==> config.mk <==
export PLATFORM = sky130hd
export DESIGN_NAME = nvme_cq_reader
export DESIGN_NICKNAME = d
export VERILOG_FILES = /design/src/rtl/nvme_pkg.sv /design/src/rtl/nvme_cq_db_ctrl.sv /design/src/rtl/nvme_cq_reader.sv
export SDC_FILE = /design/constraint.sdc
export NUM_CORES = 1
export LEC_CHECK = 0
export CORE_MARGIN = 3
export CORE_UTILIZATION = 47
export DETAILED_ROUTE_END_ITERATION = 6
export PLACE_DENSITY = 0.95
export RECOVER_POWER = 50
export SETUP_SLACK_MARGIN = 0.3
export SYNTH_ARGS = -nofsm -noshare
export SYNTH_HDL_FRONTEND = slang
export SYNTH_HIERARCHICAL = 1
export SYNTH_SLANG_ARGS = --single-unit
export TNS_END_PERCENT = 10
==> constraint.sdc <==
create_clock -name clk -period 4.8 [get_ports clk]
set_input_delay 0.72 -clock clk [delete_from_list [all_inputs] [get_ports clk]]
set_output_delay 0.72 -clock clk [all_outputs]
set_load 0.01 [all_outputs]
==> src/rtl/nvme_pkg.sv <==
// ----------------------------------------------------------------------------
// nvme_pkg
// Shared definitions for the NVMe completion-queue reader:
//   - bit offsets of the fields inside one 16-byte completion queue entry
//   - the reader FSM state encoding
//   - cqe_t, the decoded view of one completion entry
// No ports; imported by nvme_cq_reader.
// ----------------------------------------------------------------------------
package nvme_pkg;

    localparam int CQE_W          = 128;
    localparam int CQE_SQHD_LSB   = 64;
    localparam int CQE_SQID_LSB   = 80;
    localparam int CQE_CID_LSB    = 96;
    localparam int CQE_PHASE_BIT  = 112;
    localparam int CQE_STATUS_LSB = 113;

    typedef enum logic [2:0] {
        ST_IDLE,
        ST_REQ,
        ST_WAIT,
        ST_CHECK,
        ST_OUT,
        ST_DB,
        ST_GAP
    } state_t;

    typedef struct packed {
        logic [15:0] cid;
        logic [15:0] sqid;
        logic [15:0] sqhd;
        logic [14:0] status;
        logic        phase;
    } cqe_t;

endpackage

==> src/rtl/nvme_cq_db_ctrl.sv <==
// ----------------------------------------------------------------------------
// nvme_cq_db_ctrl
// Owns the CQ head doorbell write handshake and, when doorbell coalescing is
// built in, the count of completions consumed since the last doorbell.
//
// Build option: NVME_CQ_DB_COALESCE_EN
//   defined   - a pending counter tracks consumed entries; batch_hit_o tells
//               the reader whether the entry being consumed now fills a batch
//   undefined - no counter; every consumed entry is followed by a doorbell
//
// Ports:
//   clk, rst        clock, synchronous active-high reset
//   consume_i       pulse: one completion handed off this cycle
//   start_i         pulse: launch a doorbell carrying start_head_i
//   start_head_i    head value to publish
//   db_ready_i      doorbell sink ready
//   db_valid_o      doorbell valid (registered)
//   db_head_o       doorbell head value (registered)
//   done_o          doorbell handshake happening this cycle
//   pending_nz_o    at least one consumed entry not yet published
//   batch_hit_o     the entry consumed now reaches the batch threshold
// ----------------------------------------------------------------------------
module nvme_cq_db_ctrl #(
    parameter int IDX_W    = 16,
    parameter int DB_BATCH = 8
) (
    input  logic             clk,
    input  logic             rst,
    input  logic             consume_i,
    input  logic             start_i,
    input  logic [IDX_W-1:0] start_head_i,
    input  logic             db_ready_i,
    output logic             db_valid_o,
    output logic [IDX_W-1:0] db_head_o,
    output logic             done_o,
    output logic             pending_nz_o,
    output logic             batch_hit_o
);

    logic             db_valid_q;
    logic [IDX_W-1:0] db_head_q;

    // Doorbell register: loaded on launch, held until the sink accepts it.
    always_ff @(posedge clk) begin
        if (rst) begin
            db_valid_q <= 1'b0;
            db_head_q  <= '0;
        end else if (start_i) begin
            db_valid_q <= 1'b1;
            db_head_q  <= start_head_i;
        end else if (db_valid_q && db_ready_i) begin
            db_valid_q <= 1'b0;
        end
    end

    assign db_valid_o = db_valid_q;
    assign db_head_o  = db_head_q;
    assign done_o     = db_valid_q & db_ready_i;

`ifdef NVME_CQ_DB_COALESCE_EN
    localparam int PEND_W = (DB_BATCH > 1) ? $clog2(DB_BATCH + 1) : 1;

    logic [PEND_W-1:0] pending_q;

    // The counter never exceeds DB_BATCH because reaching it launches a
    // doorbell, and the reader consumes nothing until that doorbell is taken.
    always_ff @(posedge clk) begin
        if (rst) begin
            pending_q <= '0;
        end else if (done_o) begin
            pending_q <= '0;
        end else if (consume_i) begin
            pending_q <= pending_q + PEND_W'(1);
        end
    end

    assign pending_nz_o = (pending_q != '0);
    assign batch_hit_o  = ((int'(pending_q) + 1) >= DB_BATCH);
`else
    logic unused_consume;

    assign unused_consume = consume_i;
    assign pending_nz_o   = 1'b0;
    assign batch_hit_o    = 1'b1;
`endif

endmodule

==> src/rtl/nvme_cq_reader.sv <==
// ----------------------------------------------------------------------------
// nvme_cq_reader
// Polls an NVMe completion queue: reads the entry at the current head, checks
// its phase tag, emits valid completions in order, advances head/phase and
// publishes the new head through a doorbell write. Stale entries trigger a
// fixed idle gap before the same slot is polled again.
//
// Build option: NVME_CQ_DB_COALESCE_EN (handled in nvme_cq_db_ctrl)
//   undefined - a doorbell follows every completion
//   defined   - doorbells are batched every DB_BATCH completions, and any
//               unpublished completions are flushed before a poll gap
//
// Ports:
//   clk, rst                    clock, synchronous active-high reset
//   cfg_enable                  run when high
//   cfg_cq_depth                queue entries minus one
//   rd_req_valid/ready, _idx    entry read request
//   rd_rsp_valid, rd_rsp_data   entry read data (always accepted)
//   cpl_valid/ready             completion output handshake
//   cpl_cid/sqid/sqhd/status    decoded completion fields
//   db_valid/ready, db_head     CQ head doorbell write
//   head, phase                 current head index and expected phase
// ----------------------------------------------------------------------------
module nvme_cq_reader
    import nvme_pkg::*;
#(
    parameter int IDX_W    = 16,
    parameter int POLL_GAP = 32,
    parameter int DB_BATCH = 8
) (
    input  logic             clk,
    input  logic             rst,
    input  logic             cfg_enable,
    input  logic [IDX_W-1:0] cfg_cq_depth,
    output logic             rd_req_valid,
    input  logic             rd_req_ready,
    output logic [IDX_W-1:0] rd_req_idx,
    input  logic             rd_rsp_valid,
    input  logic [CQE_W-1:0] rd_rsp_data,
    output logic             cpl_valid,
    input  logic             cpl_ready,
    output logic [15:0]      cpl_cid,
    output logic [15:0]      cpl_sqid,
    output logic [15:0]      cpl_sqhd,
    output logic [14:0]      cpl_status,
    output logic             db_valid,
    input  logic             db_ready,
    output logic [IDX_W-1:0] db_head,
    output logic [IDX_W-1:0] head,
    output logic             phase
);

    localparam int GAP_W = (POLL_GAP > 1) ? $clog2(POLL_GAP) : 1;

    state_t           state_q;
    logic [IDX_W-1:0] head_q;
    logic             phase_q;
    logic [GAP_W-1:0] gap_q;
    logic             rd_req_valid_q;
    logic [IDX_W-1:0] rd_req_idx_q;
    logic             cpl_valid_q;
    logic             gap_after_db_q;
    cqe_t             cqe_q;

    logic [IDX_W-1:0] head_d;
    logic             phase_d;
    logic             cpl_fire;
    logic             stale;
    logic             db_start;
    logic [IDX_W-1:0] db_start_head;
    logic             db_done;
    logic             pending_nz;
    logic             batch_hit;

    // The low two dwords of the entry carry command-specific data this
    // reader does not forward.
    logic [CQE_SQHD_LSB-1:0] unused_cqe_dw01;
    assign unused_cqe_dw01 = rd_rsp_data[CQE_SQHD_LSB-1:0];

    // Head/phase after consuming the current entry, plus the doorbell launch
    // decision, which the FSM and the doorbell controller must see in the
    // same cycle.
    always_comb begin
        head_d        = head_q + IDX_W'(1);
        phase_d       = phase_q;
        if (head_q == cfg_cq_depth) begin
            head_d  = '0;
            phase_d = ~phase_q;
        end
        cpl_fire      = (state_q == ST_OUT) && cpl_ready;
        stale         = (state_q == ST_CHECK) && (cqe_q.phase != phase_q);
        db_start      = (cpl_fire && batch_hit) || (stale && pending_nz);
        db_start_head = cpl_fire ? head_d : head_q;
    end

    nvme_cq_db_ctrl #(
        .IDX_W    (IDX_W),
        .DB_BATCH (DB_BATCH)
    ) u_db_ctrl (
        .clk          (clk),
        .rst          (rst),
        .consume_i    (cpl_fire),
        .start_i      (db_start),
        .start_head_i (db_start_head),
        .db_ready_i   (db_ready),
        .db_valid_o   (db_valid),
        .db_head_o    (db_head),
        .done_o       (db_done),
        .pending_nz_o (pending_nz),
        .batch_hit_o  (batch_hit)
    );

    // Reader FSM. Only one read is ever outstanding: a new request is issued
    // only after the previous entry has been checked and disposed of.
    always_ff @(posedge clk) begin
        if (rst) begin
            state_q        <= ST_IDLE;
            head_q         <= '0;
            phase_q        <= 1'b1;
            gap_q          <= '0;
            rd_req_valid_q <= 1'b0;
            rd_req_idx_q   <= '0;
            cpl_valid_q    <= 1'b0;
            gap_after_db_q <= 1'b0;
            cqe_q          <= '0;
        end else begin
            case (state_q)
                ST_IDLE: begin
                    if (cfg_enable) begin
                        state_q        <= ST_REQ;
                        rd_req_valid_q <= 1'b1;
                        rd_req_idx_q   <= head_q;
                    end
                end

                // An accepted request always proceeds so its data is not lost;
                // disabling only withdraws a request not yet accepted.
                ST_REQ: begin
                    if (rd_req_ready) begin
                        state_q        <= ST_WAIT;
                        rd_req_valid_q <= 1'b0;
                    end else if (!cfg_enable) begin
                        state_q        <= ST_IDLE;
                        rd_req_valid_q <= 1'b0;
                    end
                end

                ST_WAIT: begin
                    if (rd_rsp_valid) begin
                        state_q      <= ST_CHECK;
                        cqe_q.sqhd   <= rd_rsp_data[CQE_SQHD_LSB +: 16];
                        cqe_q.sqid   <= rd_rsp_data[CQE_SQID_LSB +: 16];
                        cqe_q.cid    <= rd_rsp_data[CQE_CID_LSB +: 16];
                        cqe_q.phase  <= rd_rsp_data[CQE_PHASE_BIT];
                        cqe_q.status <= rd_rsp_data[CQE_STATUS_LSB +: 15];
                    end
                end

                // A stale entry with unpublished completions flushes the
                // doorbell first, then takes the poll gap.
                ST_CHECK: begin
                    if (!stale) begin
                        state_q     <= ST_OUT;
                        cpl_valid_q <= 1'b1;
                    end else if (pending_nz) begin
                        state_q        <= ST_DB;
                        gap_after_db_q <= 1'b1;
                    end else begin
                        state_q <= ST_GAP;
                        gap_q   <= '0;
                    end
                end

                ST_OUT: begin
                    if (cpl_ready) begin
                        cpl_valid_q <= 1'b0;
                        head_q      <= head_d;
                        phase_q     <= phase_d;
                        if (batch_hit) begin
                            state_q        <= ST_DB;
                            gap_after_db_q <= 1'b0;
                        end else begin
                            state_q        <= ST_REQ;
                            rd_req_valid_q <= 1'b1;
                            rd_req_idx_q   <= head_d;
                        end
                    end
                end

                ST_DB: begin
                    if (db_done) begin
                        if (gap_after_db_q) begin
                            state_q <= ST_GAP;
                            gap_q   <= '0;
                        end else if (cfg_enable) begin
                            state_q        <= ST_REQ;
                            rd_req_valid_q <= 1'b1;
                            rd_req_idx_q   <= head_q;
                        end else begin
                            state_q <= ST_IDLE;
                        end
                        gap_after_db_q <= 1'b0;
                    end
                end

                ST_GAP: begin
                    if (gap_q == GAP_W'(POLL_GAP - 1)) begin
                        gap_q <= '0;
                        if (cfg_enable) begin
                            state_q        <= ST_REQ;
                            rd_req_valid_q <= 1'b1;
                            rd_req_idx_q   <= head_q;
                        end else begin
                            state_q <= ST_IDLE;
                        end
                    end else begin
                        gap_q <= gap_q + GAP_W'(1);
                    end
                end

                default: begin
                    state_q <= ST_IDLE;
                end
            endcase
        end
    end

    assign rd_req_valid = rd_req_valid_q;
    assign rd_req_idx   = rd_req_idx_q;
    assign cpl_valid    = cpl_valid_q;
    assign cpl_cid      = cqe_q.cid;
    assign cpl_sqid     = cqe_q.sqid;
    assign cpl_sqhd     = cqe_q.sqhd;
    assign cpl_status   = cqe_q.status;
    assign head         = head_q;
    assign phase        = phase_q;

endmodule

==> results.md <==
- FF-to-FF End: u_db_ctrl/db_head_o[14]
- Hold wc startpoint: cpl_sqhd[6]
- Global-route wire length before repair: 28.4 mm
- Synth Flop Type: dfxtp_1
- CP most frequent cell: buf_4
- Clock root cell: clkbuf_16
- Hold_ws: 0.449 ns
- Syn Nets: 945
- Achievable Freq: around 350 MHz
- Synth Register Bits: roughly 130
- Async set-or-reset flop fraction in the synthesized netlist: 0%
- GRT Total Usage: between 20% and 30%
- Cells after Synth: 791
- Final hold vios: 0
- Post-cts resize count: 0
- Routed vias: 6019
- WL/cell: 16.5 um
- Crit-path max FO: 23
- # placed instances: 1048
- Number of setup violations in the final report: 0
- Filler cells: 973
- Post-synthesis sequential area ratio: 40.3%
- Min-Delay Path Depth: 2
- Area grow syn2layout: 34.1%
- Total grt overflow: 0
- Post-DP Area: 0.00772 sq mm
- Share of layout cells above drive strength 1: 5.73%
- Maximum clock path buffer count: 2
- Cells along the critical path: nor3b_1, buf_4, nand2_1, buf_4, inv_2, and2_1, o2bb2ai_1, mux2i_1, nor2_1
- I/O pin count: 266
- Cts bufs inserted: 17
- Vias in the first global route: 5650
- Initial DRC Count: about 760
- Critical path arrival: 3.22 ns
- Die Width: 121 um
- # DRC: 0
- GPL Wtd Cong: 0.870
- # port buffers: between 200 and 250
- Initial antenna violation count: 0
- Final Non-Filler Cells: 1080
- Largest net degree at the start of global routing: 109
- Slowest cell delay on critical path: between 0.7 and 0.8 ns
- Final #Nets: 1049
- H-tree depth reported by CTS: 4
- Slew HR: 15.2%
- # diodes: 0
- Final Max Slew Viols: 0
- WS Path Type: reg2reg
- Status: completed
- Via/cell ratio: 5.57
- Skew final: 0.0133 ns
- Leak: 3.23 nW
- Post-Route WL: 17.8 mm
- Worst-Skew Late Latency: between 0.4 and 0.5 ns
- Final setup TNS: 0 ns
- Tmin final: around 2.9 ns
- Clk slew on worst S/H paths: roughly 0.060 ns
- Total core area: 0.0128 sq mm
- Hold WC Path Type: reg2reg
- Drt first pass iters: 6
- R2R Path Start: state_q[2]
- Die area: roughly 0.015 sq mm
- Period utilization: approximately 60%
- Worst Path Required: just over 5 ns
- CP max stage cell: dfxtp_1
- # Post-CTS Setup Buffers: 0
- RSZ-0062 raised after global routing: false
- Effective utilization at floorplan: 48.6%
- Number of synthesized flops with an enable pin: 0
- R2R Setup Slk: slightly below 2 ns
- Synth Cell Area: just over 0.006 sq mm
- Clock sinks: 125
- Post-route ant nets: 0
- CTS Hold Bufs: 0
- Yosys warning count: 6
- R2R depth: 9
- Fin area: 0.00832 sq mm
- Row cnt: 41
- DP HPWL: 11.8 mm
- Synth unique cells: 63
- Worst Hold End: cpl_sqhd[6]
- TritonCTS clock tree: done
- VDD IR max: 194 uV
- Pwr dens: 405 mW/mm^2
- Die Y: 121 um
- CP Capture Type: flip-flop
- Startpoint Class: flip-flop
- Worst-Margin Slew: about 1.3 ns
- Max Cap Viol: 0
- Average cell area after synthesis: 7.85 sq um
## power by group
part | leakage (nW) | internal, mW | switching (mW)
Combinational | 1.92 | 0.369 | 0.450
Clock | 0.296 | 0.829 | 0.477
Sequential | 1.01 | 1.15 | 0.0948
## worst max-delay path, delay by kind of cell (launching register included)
family | cells | cell delay (ns)
buffers and inverters | 3 | 0.69
DFF | 1 | 0.77
AOI/OAI and AO/OA | 1 | 0.26
and+or+nand+nor | 4 | 0.94
muxes | 1 | 0.13
## cells by family after synthesis
kind of cell | Yosys count | synth area share, %
adders and majority gates | 3 | 0.605
buffers and inverters | 143 | 13.5
AOI/OAI and AO/OA | 197 | 19.5
other | 2 | 0.121
xor gates and xnor gates | 17 | 2.40
DFF | 125 | 40.3
muxes | 17 | 2.76
and+or+nand+nor | 287 | 20.8
## worst max-delay path by stage
stage,startpoint,end,slack [ns]
after floorplan,cfg_cq_depth[12],u_db_ctrl/db_head_o[15],2.62
final,state_q[2],u_db_ctrl/db_head_o[14],1.93
after CTS,state_q[2],u_db_ctrl/db_head_o[14],2.00
after global routing,cfg_cq_depth[12],u_db_ctrl/db_head_o[7],1.81
after detailed placement,cfg_cq_depth[12],u_db_ctrl/db_head_o[14],1.64
after global placement,cfg_cq_depth[14],u_db_ctrl/db_head_o[14],1.63
## registers in the layout (all words and copies together), names as in the netlist, 3 cells and up
register	cells
rd_req_idx	16
cpl_status	15
head	16
cpl_sqid	16
cpl_sqhd	16
state_q	3
cpl_cid	16
u_db_ctrl/db_head_o	16
gap_q	5
## metal layers
metal  global-route usage (%)  vias up  share of wire [%]
li1                         -     2881                  -
met5                        0        -                  0
met2                     39.9      315                 48
met4                     10.5        0                2.5
met1                     29.3     2787                 39
met3                     7.13       36                 10
## final cells by class
type | count | area, sq um | share of cell area [%]
repair buffers | 208 | 2060 | 24.8
multi-input cells | 523 | 2860 | 34.4
clock buffers | 18 | 439 | 5.28
clock inverters | 14 | 169 | 2.03
well taps | 172 | 215 | 2.59
inverters | 20 | 75.1 | 0.902
flip-flops and latches | 125 | 2500 | 30.1
## cell usage in the layout, fill, tap and decap left out, types with 3 or more instances in the layout
cell / Yosys / final
a211oi_1: 5 / 5
a21oi_1: 95 / 95
a31oi_1: 24 / 24
and3_1: 7 / 7
buf_4: 66 / 8
bufinv_16: 0 / 3
clkbuf_16: 0 / 17
clkdlybuf4s50_1: 0 / 88
clkinv_2: 0 / 4
clkinv_4: 0 / 4
dfxtp_1: 125 / 125
dlygate4sd3_1: 0 / 112
ha_1: 3 / 3
inv_1: 17 / 17
mux2i_1: 16 / 16
nand2_1: 163 / 163
nand2b_1: 5 / 5
nand3_1: 27 / 27
nand3b_1: 5 / 5
nand4_1: 7 / 7
nor2_1: 37 / 37
nor2b_1: 5 / 5
nor3_1: 10 / 10
nor4_1: 4 / 4
o21ai_0: 25 / 25
o2bb2ai_1: 10 / 10
o31ai_1: 3 / 3
o32ai_1: 11 / 11
or3_1: 3 / 3
xor2_1: 16 / 16
## synth_stat cells (3+ instances only)
library cell	number	area, sq um
nand3_1	27	135
nor2_1	37	139
mux2i_1	16	160
nand2_1	163	612
a21oi_1	95	475
a31oi_1	24	150
buf_4	66	495
a211oi_1	5	37.5
nand4_1	7	43.8
and2_1	3	18.8
or3_1	3	18.8
o32ai_1	11	96.3
inv_1	17	63.8
nand2b_1	5	31.3
dfxtp_1	125	2500
ha_1	3	37.5
xor2_1	16	140
nor4_1	4	25.0
and3_1	7	43.8
o21ai_0	25	125
clkbuf_1	28	105
o2bb2ai_1	10	87.6
nor3_1	10	50.1
nand3b_1	5	37.5
nor2b_1	5	31.3
and3b_1	3	26.3
buf_2	25	125
o31ai_1	3	22.5
## metrics by stage
stage / setup slack (ns) / total power [mW] / utilization [%]
6_report: 1.93 / 3.37 / 65.2
5_1_grt: 1.81 / 3.53 / 65.2
4_1_cts: 2.00 / 3.43 / 65.2
3_5_place_dp: 1.64 / 2.11 / 60.4
3_3_place_gp: 1.63 / 2.10 / 60.4
2_1_floorplan: 2.62 / 1.82 / -
No activity file was read; power rests on OpenSTA's default activity.
